## src/rtl/ap_ctrl_pkg.sv

```systemverilog
// Shared types, default parameters and the saturating-increment helper for the
// ap_ctrl_hs initiator.
package ap_ctrl_pkg;

  typedef enum logic [1:0] {
    IDLE   = 2'd0,
    RUN    = 2'd1,
    FINISH = 2'd2
  } state_t;

  localparam int NUM_W_DEF = 16;
  localparam int CNT_W_DEF = 32;
  localparam int DEPTH_DEF = 4;

  // Increments v but sticks at the all-ones value of a w-bit counter (w <= 64).
  function automatic logic [63:0] sat_inc(input logic [63:0] v, input int unsigned w);
    logic [63:0] top;
    top = (w >= 64) ? '1 : ((64'd1 << w) - 64'd1);
    return (v >= top) ? top : (v + 64'd1);
  endfunction

endpackage

```

## src/rtl/ap_ts_fifo.sv

```systemverilog
// Issue-timestamp FIFO: DEPTH x W, synchronous, with clear and same-cycle
// push+pop. Head entry is visible on o_data whenever o_empty is low.
module ap_ts_fifo #(
  parameter int DEPTH = 4,
  parameter int W     = 32
) (
  input  logic         i_clock,
  input  logic         i_reset,
  input  logic         i_clr,
  input  logic         i_push,
  input  logic [W-1:0] i_data,
  input  logic         i_pop,
  output logic [W-1:0] o_data,
  output logic         o_full,
  output logic         o_empty
);

  localparam int AW = (DEPTH > 1) ? $clog2(DEPTH) : 1;
  localparam int CW = $clog2(DEPTH + 1);

  logic [W-1:0]  r_mem [DEPTH];
  logic [AW-1:0] r_wr;
  logic [AW-1:0] r_rd;
  logic [CW-1:0] r_count;
  logic          w_push;
  logic          w_pop;

  assign o_full  = (r_count == CW'(DEPTH));
  assign o_empty = (r_count == '0);
  assign o_data  = r_mem[r_rd];

  // A push into a full FIFO is legal only when the head leaves in the same cycle.
  assign w_push = i_push && (!o_full || i_pop);
  assign w_pop  = i_pop && !o_empty;

  always_ff @(posedge i_clock or negedge i_reset) begin
    if (!i_reset) begin
      r_wr    <= '0;
      r_rd    <= '0;
      r_count <= '0;
    end else if (i_clr) begin
      r_wr    <= '0;
      r_rd    <= '0;
      r_count <= '0;
    end else begin
      if (w_push) r_wr <= (r_wr == AW'(DEPTH - 1)) ? '0 : (r_wr + AW'(1));
      if (w_pop)  r_rd <= (r_rd == AW'(DEPTH - 1)) ? '0 : (r_rd + AW'(1));
      case ({w_push, w_pop})
        2'b10:   r_count <= r_count + CW'(1);
        2'b01:   r_count <= r_count - CW'(1);
        default: r_count <= r_count;
      endcase
    end
  end

  always_ff @(posedge i_clock) begin
    if (w_push && !i_clr) r_mem[r_wr] <= i_data;
  end

endmodule

```

## src/rtl/ap_ctrl_hs_driver.sv

```systemverilog
// ap_ctrl_hs initiator: issues a programmed number of ap_start handshakes with up
// to DEPTH outstanding and records latency/run-time. AP_CTRL_CHAIN_EN enables ap_continue backpressure.
//   state  | meaning
//   IDLE   | waiting for cmd_start; statistics of the last run held
//   RUN    | issuing starts and collecting dones
//   FINISH | one-cycle run_done pulse, then back to IDLE
module ap_ctrl_hs_driver
  import ap_ctrl_pkg::*;
#(
  parameter int NUM_W = NUM_W_DEF,
  parameter int CNT_W = CNT_W_DEF,
  parameter int DEPTH = DEPTH_DEF
) (
  input  logic             i_clock,
  input  logic             i_reset,
  input  logic             i_cmd_start,
  input  logic [NUM_W-1:0] i_cmd_num,
  output logic             o_ap_start,
  input  logic             i_ap_ready,
  input  logic             i_ap_done,
  output logic             o_ap_continue,
  input  logic             i_cont_allow,
  output logic             o_busy,
  output logic             o_run_done,
  output logic [NUM_W-1:0] o_issued,
  output logic [NUM_W-1:0] o_completed,
  output logic [CNT_W-1:0] o_run_cycles,
  output logic [CNT_W-1:0] o_lat_min,
  output logic [CNT_W-1:0] o_lat_max,
  output logic             o_proto_err
);

  state_t           r_state;
  state_t           w_state_nxt;
  logic [NUM_W-1:0] r_num;
  logic [NUM_W-1:0] r_issued;
  logic [NUM_W-1:0] r_completed;
  logic [CNT_W-1:0] r_run_cycles;
  logic [CNT_W-1:0] r_lat_min;
  logic [CNT_W-1:0] r_lat_max;
  logic             r_proto_err;

  logic             w_ap_start;
  logic             w_ap_continue;
  logic             w_clear;
  logic             w_issue_acc;
  logic             w_done_acc;
  logic             w_bypass;
  logic             w_lat_vld;
  logic             w_last;
  logic             w_proto_set;
  logic [CNT_W-1:0] w_lat;
  logic [CNT_W-1:0] w_fifo_q;
  logic             w_fifo_full;
  logic             w_fifo_empty;
  logic             w_fifo_push;
  logic             w_fifo_pop;

`ifdef AP_CTRL_CHAIN_EN
  assign w_ap_continue = i_cont_allow && (r_state == RUN);
`else
  logic w_unused_cont;
  assign w_ap_continue = 1'b1;
  assign w_unused_cont = i_cont_allow;
`endif

  assign w_clear     = (r_state == IDLE) && i_cmd_start && (i_cmd_num != '0);
  assign w_issue_acc = w_ap_start && i_ap_ready;
  assign w_done_acc  = i_ap_done && w_ap_continue && (r_state == RUN);
  assign w_last      = w_done_acc && ((r_completed + NUM_W'(1)) == r_num);

  // Issue and completion in the same cycle with nothing queued: zero latency,
  // the timestamp never needs to enter the FIFO.
  assign w_bypass    = w_done_acc && w_issue_acc && w_fifo_empty;
  assign w_fifo_push = w_issue_acc && !w_bypass;
  assign w_fifo_pop  = w_done_acc && !w_fifo_empty;
  assign w_lat_vld   = w_done_acc && (!w_fifo_empty || w_issue_acc);
  assign w_lat       = w_bypass ? '0 : (r_run_cycles - w_fifo_q);

  assign w_proto_set = (i_ap_done && (r_state != RUN)) ||
                       (w_done_acc && w_fifo_empty && !w_issue_acc);

  ap_ts_fifo #(
    .DEPTH (DEPTH),
    .W     (CNT_W)
  ) u_ts_fifo (
    .i_clock (i_clock),
    .i_reset (i_reset),
    .i_clr   (w_clear),
    .i_push  (w_fifo_push),
    .i_data  (r_run_cycles),
    .i_pop   (w_fifo_pop),
    .o_data  (w_fifo_q),
    .o_full  (w_fifo_full),
    .o_empty (w_fifo_empty)
  );

  always_ff @(posedge i_clock or negedge i_reset) begin
    if (!i_reset) r_state <= IDLE;
    else          r_state <= w_state_nxt;
  end

  always_comb begin
    w_state_nxt = r_state;
    w_ap_start  = 1'b0;
    case (r_state)
      IDLE: begin
        if (i_cmd_start) w_state_nxt = (i_cmd_num != '0) ? RUN : FINISH;
      end
      RUN: begin
        w_ap_start = (r_issued < r_num) && !w_fifo_full;
        if (w_last) w_state_nxt = FINISH;
      end
      FINISH:  w_state_nxt = IDLE;
      default: w_state_nxt = IDLE;
    endcase
  end

  always_ff @(posedge i_clock or negedge i_reset) begin
    if (!i_reset) begin
      r_num        <= '0;
      r_issued     <= '0;
      r_completed  <= '0;
      r_run_cycles <= '0;
      r_lat_min    <= '1;
      r_lat_max    <= '0;
      r_proto_err  <= 1'b0;
    end else if (w_clear) begin
      r_num        <= i_cmd_num;
      r_issued     <= '0;
      r_completed  <= '0;
      r_run_cycles <= '0;
      r_lat_min    <= '1;
      r_lat_max    <= '0;
      r_proto_err  <= 1'b0;
    end else begin
      if (w_issue_acc) r_issued    <= r_issued + NUM_W'(1);
      if (w_done_acc)  r_completed <= r_completed + NUM_W'(1);
      if (w_lat_vld) begin
        if (w_lat < r_lat_min) r_lat_min <= w_lat;
        if (w_lat > r_lat_max) r_lat_max <= w_lat;
      end
      if (r_state == RUN) r_run_cycles <= CNT_W'(sat_inc(64'(r_run_cycles), CNT_W));
      if (w_proto_set) r_proto_err <= 1'b1;
    end
  end

  assign o_ap_start    = w_ap_start;
  assign o_ap_continue = w_ap_continue;
  assign o_busy        = (r_state != IDLE);
  assign o_run_done    = (r_state == FINISH);
  assign o_issued      = r_issued;
  assign o_completed   = r_completed;
  assign o_run_cycles  = r_run_cycles;
  assign o_lat_min     = r_lat_min;
  assign o_lat_max     = r_lat_max;
  assign o_proto_err   = r_proto_err;

endmodule

```

## config.mk

```make
export PLATFORM = sky130hd
export DESIGN_NAME = ap_ctrl_hs_driver
export DESIGN_NICKNAME = d
export VERILOG_FILES = /design/src/rtl/ap_ctrl_pkg.sv /design/src/rtl/ap_ts_fifo.sv /design/src/rtl/ap_ctrl_hs_driver.sv
export SDC_FILE = /design/constraint.sdc
export NUM_CORES = 1
export LEC_CHECK = 0
export ABC_AREA = 0
export CORE_ASPECT_RATIO = 1.4
export CORE_MARGIN = 2
export CORE_UTILIZATION = 45
export CTS_BUF_LIST = sky130_fd_sc_hd__clkbuf_4 sky130_fd_sc_hd__clkbuf_8
export DETAILED_ROUTE_END_ITERATION = 6
export PLACE_DENSITY = 0.69
export SETUP_SLACK_MARGIN = 0.3
export SLEW_MARGIN = 20
export SYNTH_ARGS = -nofsm -noshare
export SYNTH_HDL_FRONTEND = slang
export SYNTH_HIERARCHICAL = 1
export SYNTH_SLANG_ARGS = --single-unit
export TNS_END_PERCENT = 30
```

## constraint.sdc

```tcl
create_clock -name i_clock -period 6.25 [get_ports i_clock]
set_clock_uncertainty 0.05 [all_clocks]
set_input_delay 1.25 -clock i_clock [delete_from_list [all_inputs] [get_ports i_clock]]
set_output_delay 1.25 -clock i_clock [all_outputs]
set_load 0.02 [all_outputs]
```

[Word-level counts from Yosys, hierarchy flattened]
Memories as Yosys holds them, arrays and structs flattened.
Cells that the tools add are included.
Word-level totals
  flip-flop bits (word level): 154
  RAM bits: 128
  bits of input ports: 22
  output and inout bits: 133
  word-level logic and storage cells: 108
  memories: 1
Memories
  u_ts_fifo.r_mem: words 4, bits a word 32, read ports 1, clocked after memory_dff 0, wr ports 1, RTL line ap_ts_fifo.sv:21  | logic [W-1:0] r_mem [DEPTH];
Cells by class
  add/sub/neg operators: 8
  $lt $le $gt $ge: 4
  eq/ne operators: 11
  mux-type cells: 31
  reduce and logical (&&, ||, !) cells: 42
Operator list (count)
  2-to-1 mux 32 bit: 10
  2-to-1 mux 16 bit: 4
  adder 16 x 1 -> 16 bit (second input constant): 2
  adder 32 x 1 -> 32 bit (second input constant): 1
  >= comparator 32 bit (second input constant): 1
  greater-than comparator 32 bit: 1
  less-than comparator 32 bit: 1
  subtractor 32 bit: 1
  nonzero test 2 bit: 10
  2-to-1 mux 2 bit: 9
  logical AND 1 bit: 17
  equality test 16 bit: 1
  less-than comparator 16 bit: 1
  nonzero test 16 bit: 1
  equality test 2 bit (second input constant): 4
  case mux 3 bit (2 select lines): 1
  AND reduction 2 bit: 3
  logical NOT 1 bit: 5
  2-to-1 mux 1 bit: 5
  adder 2 x 1 -> 2 bit (second input constant): 2
  equality test 2 x 1 -> 1 bit (second input constant): 2
  inequality test 2 bit (second input constant): 2
  case mux 2 bit (2 select lines): 1
  adder 3 x 1 -> 3 bit (second input constant): 1
  other kinds (8): 10

[Depth between registers and ports, before layout]
Gate-level depths: netlist (run 1).
  depth after elaboration: 13
  mapped depth: 26
  mapped depth without buffers: 23

[Cells and area by module]
Netlist (run 1), hierarchy kept.
By module, submodules not included
  ap_ctrl_hs_driver: instances 1, cells each 1280, area an instance 10735.3 um^2, sequential area each 3718.6 um^2
  ap_ts_fifo: instances 1, cells each 234, area an instance 5197.5 um^2, sequential area each 4018.9 um^2

[Worst setup path before layout (run 1)]
Ideal clock, no wire load.
  path kind: register to register
  start point: reg u_ts_fifo.r_rd[0]
  end point: reg r_lat_min[25], in the netlist o_lat_min[25]
  setup time: 0.094 ns
  data arrival time: 5.156 ns
  required time: 6.106 ns
  slack: 0.950 ns
  cell stages (with the launch flop): 25
  buffers on the path: 4
  period minus slack after synthesis: 5.300 ns
  path through: dfrtp_1 > buf_2 > buf_2 > mux4_2 > inv_1 > ha_1 > a2111o_1 > o21ai_0 > a21oi_1 > o41ai_2 > o21bai_1 > a21oi_1 > xor2_1 > nor2_1 > ha_1 > nand4_1 > nor2_1 > a311oi_1 > a31oi_1 > or3_1 > nand3b_1 > buf_6 > buf_6 > a21oi_1 > o31ai_1
Between the ends
  word-level cells in the longest chain between the ends: 6
  elaborated cells between the ends (all ways): 9
  those cells by class: add/sub (1); order compare (1); mux (4); reduce/logical (2); memory (1)
Ends and longest elaborated chain
  start: declaration: RTL line ap_ts_fifo.sv:23  | logic [AW-1:0] r_rd;
  start signal: assignment: RTL line ap_ts_fifo.sv:47  | if (w_pop) r_rd <= (r_rd == AW'(DEPTH - 1)) ? '0 : (r_rd + AW'(1));
  memory (4 x 32 bit) *
  named net w_fifo_q[6]: RTL line ap_ctrl_hs_driver.sv:53  | logic [CNT_W-1:0] w_fifo_q;
  subtractor 32 bit *: RTL line ap_ctrl_hs_driver.sv:78  | assign w_lat = w_bypass ? '0 : (r_run_cycles - w_fifo_q);
  2-to-1 mux 32 bit *: RTL line ap_ctrl_hs_driver.sv:78
  less-than comparator 32 bit or 2-to-1 mux 32 bit (tied branches): RTL line ap_ctrl_hs_driver.sv:140  | if (w_lat < r_lat_min) r_lat_min <= w_lat;
  nonzero test 2 bit (no line) or 2-to-1 mux 32 bit (tied branches)
  AND reduction 2 bit (no line) or 2-to-1 mux 32 bit (tied branches)
  end signal: assignment: RTL line ap_ctrl_hs_driver.sv:140
  end: declaration: RTL line ap_ctrl_hs_driver.sv:39  | logic [CNT_W-1:0] r_lat_min;
Mark *: on every way through the listed nets, which the timed path passes. The rest lies on a longest branch. The select of a mux whose other input is x is not followed.
A chain may end at the register's enable or synchronous reset.

[Final worst setup path (run 1)]
  start point: reg u_ts_fifo.r_rd[0]
  end point: reg r_lat_min[13], in the netlist o_lat_min[13]
Between the ends
  word-level cells in the longest chain between the ends: 6
  elaborated cells between the ends (all ways): 9
  those cells by class: add/sub (1); order compare (1); mux (4); reduce/logical (2); memory (1)
Ends and longest elaborated chain (RTL line)
  memory (4 x 32 bit)
  named net w_fifo_q[14]: ap_ctrl_hs_driver.sv:53
  subtractor 32 bit: ap_ctrl_hs_driver.sv:78
  2-to-1 mux 32 bit: ap_ctrl_hs_driver.sv:78
  less-than comparator 32 bit: ap_ctrl_hs_driver.sv:140
  nonzero test 2 bit (no line)
  AND reduction 2 bit (no line)
The timed path passes the listed nets, and every way through them passes these cells. The select of a mux whose other input is x is not followed.

==> results of run 1 <==
worst min-delay path by stage:
stage / startpoint / end / slack, ns / cells past startpoint
after global routing: o_lat_max[8]$_DFFE_PN0P_ / o_lat_max[8]$_DFFE_PN0P_ / 0.48 / 2
after detailed placement: o_lat_max[12]$_DFFE_PN0P_ / o_lat_max[12]$_DFFE_PN0P_ / 0.45 / 2
after global placement: o_lat_max[18]$_DFFE_PN0P_ / o_lat_max[18]$_DFFE_PN0P_ / 0.44 / 2
after CTS: o_lat_max[12]$_DFFE_PN0P_ / o_lat_max[12]$_DFFE_PN0P_ / 0.46 / 2
final: o_lat_max[8]$_DFFE_PN0P_ / o_lat_max[8]$_DFFE_PN0P_ / 0.46 / 2
after floorplan: r_num[0]$_DFFE_PN0P_ / r_num[0]$_DFFE_PN0P_ / 0.43 / 2
worst max-delay path, cell delays in order, from the launching register on:
cell and delay (ns):
dfrtp_4 0.50, buf_12 0.14, buf_4 0.15, mux4_2 0.41, inv_1 0.07, ha_1 0.29, a21o_1 0.22, and3_1 0.22
a211oi_1 0.26, o31ai_1 0.16, o21ai_0 0.35, nand3_1 0.15, nand2_1 0.15, xor2_2 0.20, nor2_1 0.09, ha_1 0.33
nand4_1 0.16, nor2_1 0.07, a311oi_1 0.26, a31oi_1 0.20, or3_1 0.39, nand3b_1 0.16, buf_4 0.17, clkbuf_16 0.19
o311ai_1 0.26
what timing repair did:
item	in CTS	in global routing
pin swaps	0	5
hold endpoints to repair	0	0
gates resized for setup	2	21
buffers inserted	1	11
gates cloned	0	1
setup endpoints to repair	62	64
flip-flops by register name, summed over array words and instances (netlist names), 2 cells and up:
signal / flops
u_ts_fifo/r_count: 3
o_run_cycles: 32
u_ts_fifo/r_rd: 2
u_ts_fifo/r_wr: 2
o_issued: 16
o_completed: 16
r_num: 16
r_state: 2
o_lat_min: 32
u_ts_fifo/r_mem: 128
o_lat_max: 32
logic make-up after synthesis:
kind of cell / after synthesis / share of synthesized area (%)
buffers and inverters: 202 / 5.48
other: 1 / 0.0235
adder cells (fa/ha/maj): 117 / 9.28
AO/OA/AOI/OAI: 335 / 13.8
flip-flops: 282 / 48.6
multiplexers: 46 / 5.41
XOR/XNOR: 72 / 3.96
AND/OR/NAND/NOR: 459 / 13.5
through the flow:
step | power (mW) | cell area (um2) | instances | setup slack (ns)
6_report | 8.71 | 19200 | 2196 | 0.529
5_1_grt | 9.36 | 19200 | 2195 | 0.272
4_1_cts | 8.60 | 19000 | 2183 | 0.335
3_5_place_dp | 6.88 | 18000 | 2100 | 0.100
3_3_place_gp | 6.75 | 18000 | 2100 | 0.262
2_1_floorplan | 5.56 | 15900 | 1514 | 0.950
layout by cell type (no fill, tap or decap), types with 13 or more instances in the layout:
cell type | synthesis | final
buf_4 | 4 | 42
a21o_1 | 16 | 16
and3_1 | 18 | 18
mux4_2 | 32 | 32
nand4_1 | 27 | 27
a311oi_1 | 13 | 13
nor2_1 | 106 | 105
a21oi_1 | 71 | 68
clkinv_2 | 0 | 13
o211ai_1 | 21 | 21
nor3_1 | 25 | 23
and2_1 | 13 | 13
clkdlybuf4s50_1 | 0 | 151
clkbuf_8 | 0 | 49
dfrtp_1 | 122 | 121
nand2_1 | 177 | 176
nand3_1 | 39 | 38
xor2_1 | 32 | 31
mux2i_1 | 13 | 13
edfxtp_1 | 128 | 128
ha_1 | 115 | 115
xnor2_1 | 40 | 39
o31ai_1 | 18 | 18
inv_1 | 144 | 144
dfstp_2 | 32 | 32
o21ai_0 | 103 | 102
power by group through the flow:
stage	Clock (mW)	Sequential, mW	Combinational, mW
6_report	1.69	2.70	4.32
5_1_grt	1.81	2.74	4.81
4_1_cts	1.73	2.72	4.15
3_5_place_dp	0	2.76	4.12
3_3_place_gp	0	2.75	4.00
2_1_floorplan	0	2.92	2.64
layout make-up:
cell class	instances	area [um2]	share of cell area, %
Timing Repair Buffer	200	1950	10.2
Antenna cell	1	2.50	0.0131
Clock buffer	56	727	3.79
Tap cell	456	571	2.98
Inverter	145	546	2.85
Clock inverter	26	233	1.21
Sequential cell	282	7740	40.4
Multi-Input combinational cell	1030	7400	38.6
metal layers:
layer / vias to the layer above / GRT usage, %
met1: 6039 / 24.4
met5: - / 0
met3: 101 / 3.95
met2: 332 / 41.2
li1: 5847 / -
met4: 0 / 8.31
==> run metrics, run 1 <==
status completed; Tcrit/Tclk final 91.5%; Top FF cell, synth edfxtp_1; crit path launch u_ts_fifo/r_rd[0]$_DFFE_PN0P_; Num Clock Sinks 282; die width 163 um; PD cells 454 mW/mm2; warnings from Yosys 6; PortBufs 152; first-pass GRT wire length 64,000 um; DRT met1 WL 15,500 um; total track usage 21.9%; antenna violations before repair 0; r2r endpoint o_lat_min[13]$_DFFE_PN1P_; Vias 12,300; RSZ-0062 raised after global routing yes; Crit Path Class reg2reg; asr flop ratio synth 54.6%; top cells by count, synth nand2_1 (177), inv_1 (144), edfxtp_1 (128), dfrtp_1 (122), ha_1 (115); top routing layer used met4; CTS H-tree lvls 2; #FFs+latches synth 282; critical path arrival 6.15 ns; clock root buffer clkbuf_8; share of cells above drive strength 1 13.5%; f_max 175 MHz; P_int 5.24 mW; vias per cell 5.61; worst hold path class reg2reg; Post-Syn Nets 1,653; Final min period 5.72 ns; WL met2 21,000 um; crit path launch type flip-flop; Initial Util 45.6%; CTS Buf Count 44; post-route ant nets 0; Final GP Congestion 0.873; Die Y 227 um; largest cells by area after synthesis edfxtp_1 (24%), dfrtp_1 (19%), ha_1 (9.0%); Clock Latency Late Sink 0.59 ns; wire length per cell 18.2 um; Reg-to-Reg Start u_ts_fifo/r_rd[0]$_DFFE_PN0P_; element type at the critical path end flip-flop; Reg power frac 31.0%; CP Data Required Time 6.68 ns; P_sw 3.48 mW; Final Hold Viols 0; I/O pin count 155; maxcap violations 0; area growth from synthesis to final layout 20.3%; Mapped Area 0.0159 mm2; via count of the first global-routing pass 12,600; worst-case clock buffer depth 3; Lkg Pwr 8.01 nW; first-iteration detailed-routing DRC count 711; peak supply drop 269 uV; Critical path destination o_lat_min[13]$_DFFE_PN1P_; DR pass1 iterations 5; cts hold-fix bufs 0; post-DP HPWL 28,600 um; count of cell types in the netlist 83; worst hold slack 0.458 ns; Post-Route Setup TNS 0 ns; FILL cells 3,076; CORE AREA 0.0350 mm2; DRC Markers 0; Worst Reg-to-Reg Cells 24; Die ar. 0.0369 mm2; Worst slew margin 32.3%; CTS tree done; WL met3 2030 um; Yosys top cell area share 24.1%; Syn Area/Cell 10.5 um2; sequential share of the synthesized area 48.6%; power share of the combinational group 49.6%; EDFF count, synth 128; Mapped Cells 1,514; WL final 40,000 um; Placement Rows 81; Finished Core Util 54.8%; Sw Ratio 39.9%; fin. max-slew vios 0; Nets 1,842; largest area contributor in the netlist edfxtp_1; Worst R2R Setup Slack 0.53 ns; Finish-stage setup viols 0; Max FO, Critical Path 15; cell with the most instances after synthesis nand2_1; Worst Max-Slew Pin Slew 1.01 ns; global route overflow 0; largest net degree at the start of global routing 98; clock share of power 19.4%; clock-pin slew on the worst setup and hold paths 0.06 ns
Note: power is estimated with default switching activity, not from simulation.
==> run 2: changes to the inputs <==
- DONT_BUFFER_PORTS: default -> 1
- PLACE_DENSITY: 0.69 -> 0.64
==> run 2 against run 1 <==
Net effect:
- sequential power grew 13%
- critical path depth stayed put
- setup slack gained 0.065 ns
==> run metrics, run 2 (synthesis results as in run 1) <==
critical path arrival 6.06 ns; area growth from synthesis to final layout 11.2%; vias per cell 5.59; crit path launch type flip-flop; r2r endpoint o_lat_min[0]$_DFFE_PN1P_; largest net degree at the start of global routing 155; Nets 1,701; PD cells 463 mW/mm2; DR pass1 iterations 5; I/O pin count 155; Finish-stage setup viols 0; Tcrit/Tclk final 90.5%; Vias 11,500; Worst Max-Slew Pin Slew 1.04 ns; Final GP Congestion 0.835; CP max-delay cell dfrtp_4; Die ar. 0.0369 mm2; DRC Markers 0; Top reg by flops u_ts_fifo/r_mem; CP peak stage delay 0.53 ns; element type at the critical path end flip-flop; Num Clock Sinks 282; Post-Route Setup TNS 0 ns; via count of the first global-routing pass 11,700; post-route ant nets 0; FILL cells 3,139; antenna violations before repair 1; f_max 177 MHz; RSZ-0062 raised after global routing no; WL final 38,500 um; share of cells above drive strength 1 15.5%; Clock Latency Late Sink 0.59 ns; CORE AREA 0.0350 mm2; Placement Rows 81; CTS Buf Count 45; first-pass GRT wire length 61,100 um; PortBufs 0; crit path launch u_ts_fifo/r_rd[0]$_DFFE_PN0P_; storage element area 0.00774 mm2; most common cell after layout, fill and taps aside nand2_1; CP cell instances clkbuf_4, mux4_2, ha_1, inv_1, fa_1, a211oi_2, o21ai_1, buf_4, a21o_1, a21oi_1, xor2_1, nor2_1, ha_1, a211oi_2, o21bai_1, a2111o_1, a311oi_1, a21oi_1, or3_1, nand3b_1, buf_4, buf_4, nand2_1, o211ai_1; worst-case clock buffer depth 3; global route overflow 0; status completed; Final Hold Viols 0; wire length per cell 18.7 um; max reg flops 128; final std cells w/o fill 2,055; Worst slew margin 30.7%; clock-pin slew on the worst setup and hold paths 0.07 ns; post-DP HPWL 27,600 um; CP Data Required Time 6.65 ns; multi-input logic area 0.00742 mm2; Worst path most repeated cell buf_4; first-iteration detailed-routing DRC count 542; placed cell count 1,952; maxcap violations 0; overall power 8.19 mW; cts hold-fix bufs 0; Initial Util 45.6%; peak supply drop 291 uV; Max FO, Critical Path 10; CTS tree done; fin. max-slew vios 0; Crit Path Class reg2reg; highest-count cells in the layout ignoring fill and taps nand2_1 (176), inv_1 (144), edfxtp_1 (128); Worst R2R Setup Slack 0.59 ns; Post-DP Area 0.0165 mm2; Critical path destination o_lat_min[0]$_DFFE_PN1P_; die width 163 um; Die Y 227 um; worst hold path class in2async; Worst Reg-to-Reg Cells 24; Lkg Pwr 7.48 nW; Final min period 5.66 ns; clock root buffer clkbuf_8; total track usage 21.1%; design area 0.0177 mm2; Reg-to-Reg Start u_ts_fifo/r_rd[0]$_DFFE_PN0P_; CTS H-tree lvls 2
[run 2: changes by cell type in the layout (fill, tap and decap cells not counted), moves of 2 or more]
cell,previous run,this run
clkdlybuf4s50_1,151,0
buf_4,42,54
clkbuf_4,8,16
clkinv_2,13,9
clkinvlp_4,4,0
o311ai_0,0,3
o311ai_1,5,2
a2111oi_2,0,2
a21oi_2,8,6
bufinv_16,4,2
clkbuf_8,49,51
inv_8,0,2
o21ai_0,102,100
o21ai_1,4,6
[run 2: metrics by stage]
stage | hold slack, ns | setup slack (ns) | util, %
after floorplan | 0.428 | 0.950 | -
after global placement | 0.430 | 0.219 | 47.2
after detailed placement | 0.443 | 0.120 | 47.2
after CTS | 0.273 | 0.327 | 50.1
after global routing | 0.268 | 0.263 | 50.7
final | 0.315 | 0.595 | 50.7
[run 2: worst min-delay path by stage]
stage	endpoint	cells past startpoint	from
3_5_place_dp	u_ts_fifo/r_mem[0][0]$_DFFE_PP_	0	o_run_cycles[0]$_DFFE_PN0P_
4_1_cts	o_issued[6]$_DFFE_PN0P_	0	i_reset
6_report	o_run_cycles[28]$_DFFE_PN0P_	0	i_reset
5_1_grt	o_run_cycles[28]$_DFFE_PN0P_	0	i_reset
2_1_floorplan	r_num[0]$_DFFE_PN0P_	2	r_num[0]$_DFFE_PN0P_
3_3_place_gp	u_ts_fifo/r_mem[0][0]$_DFFE_PP_	0	o_run_cycles[0]$_DFFE_PN0P_
[run 2: final cells by class]
type	count	area share, %
sequential	282	43.7
multi-input combinational	1030	41.9
clock buffer	66	4.60
tap	456	3.22
inverter	145	3.08
timing repair buffer	58	2.67
clock inverter	17	0.798
antenna	1	0.0141
[run 2: routing by layer]
metal  share of wire (%)  vias up  track usage (%)
li1                    -     5569                -
met1                  38     5523             22.9
met4                 3.5        0             8.54
met3                 6.4       81             5.25
met2                  52      306             38.9
met5                   0        -                0
[run 2: worst max-delay path: cells and delay by family (launching register included)]
kind | cells | cell delay [ns]
adders and majority gates | 3 | 0.81
DFF | 1 | 0.53
and+or+nand+nor | 4 | 0.75
xor gates and xnor gates | 1 | 0.28
buffers and inverters | 5 | 0.82
muxes | 1 | 0.34
AOI/OAI and AO/OA | 10 | 1.92
[run 2: what timing repair did]
action / CTS / global route
buffers inserted: 3 / 16
pin swaps: 0 / 10
gates resized for setup: 3 / 23
endpoints found under the setup margin: 63 / 64
cloned: 0 / 0
[run 2: power breakdown]
part | internal (mW) | leakage (nW) | switching, mW | total, mW
Combinational | 1.50 | 4.21 | 1.97 | 3.47
Sequential | 2.40 | 2.75 | 0.668 | 3.06
Clock | 0.926 | 0.515 | 0.736 | 1.66
Total | 4.82 | 7.48 | 3.37 | 8.19
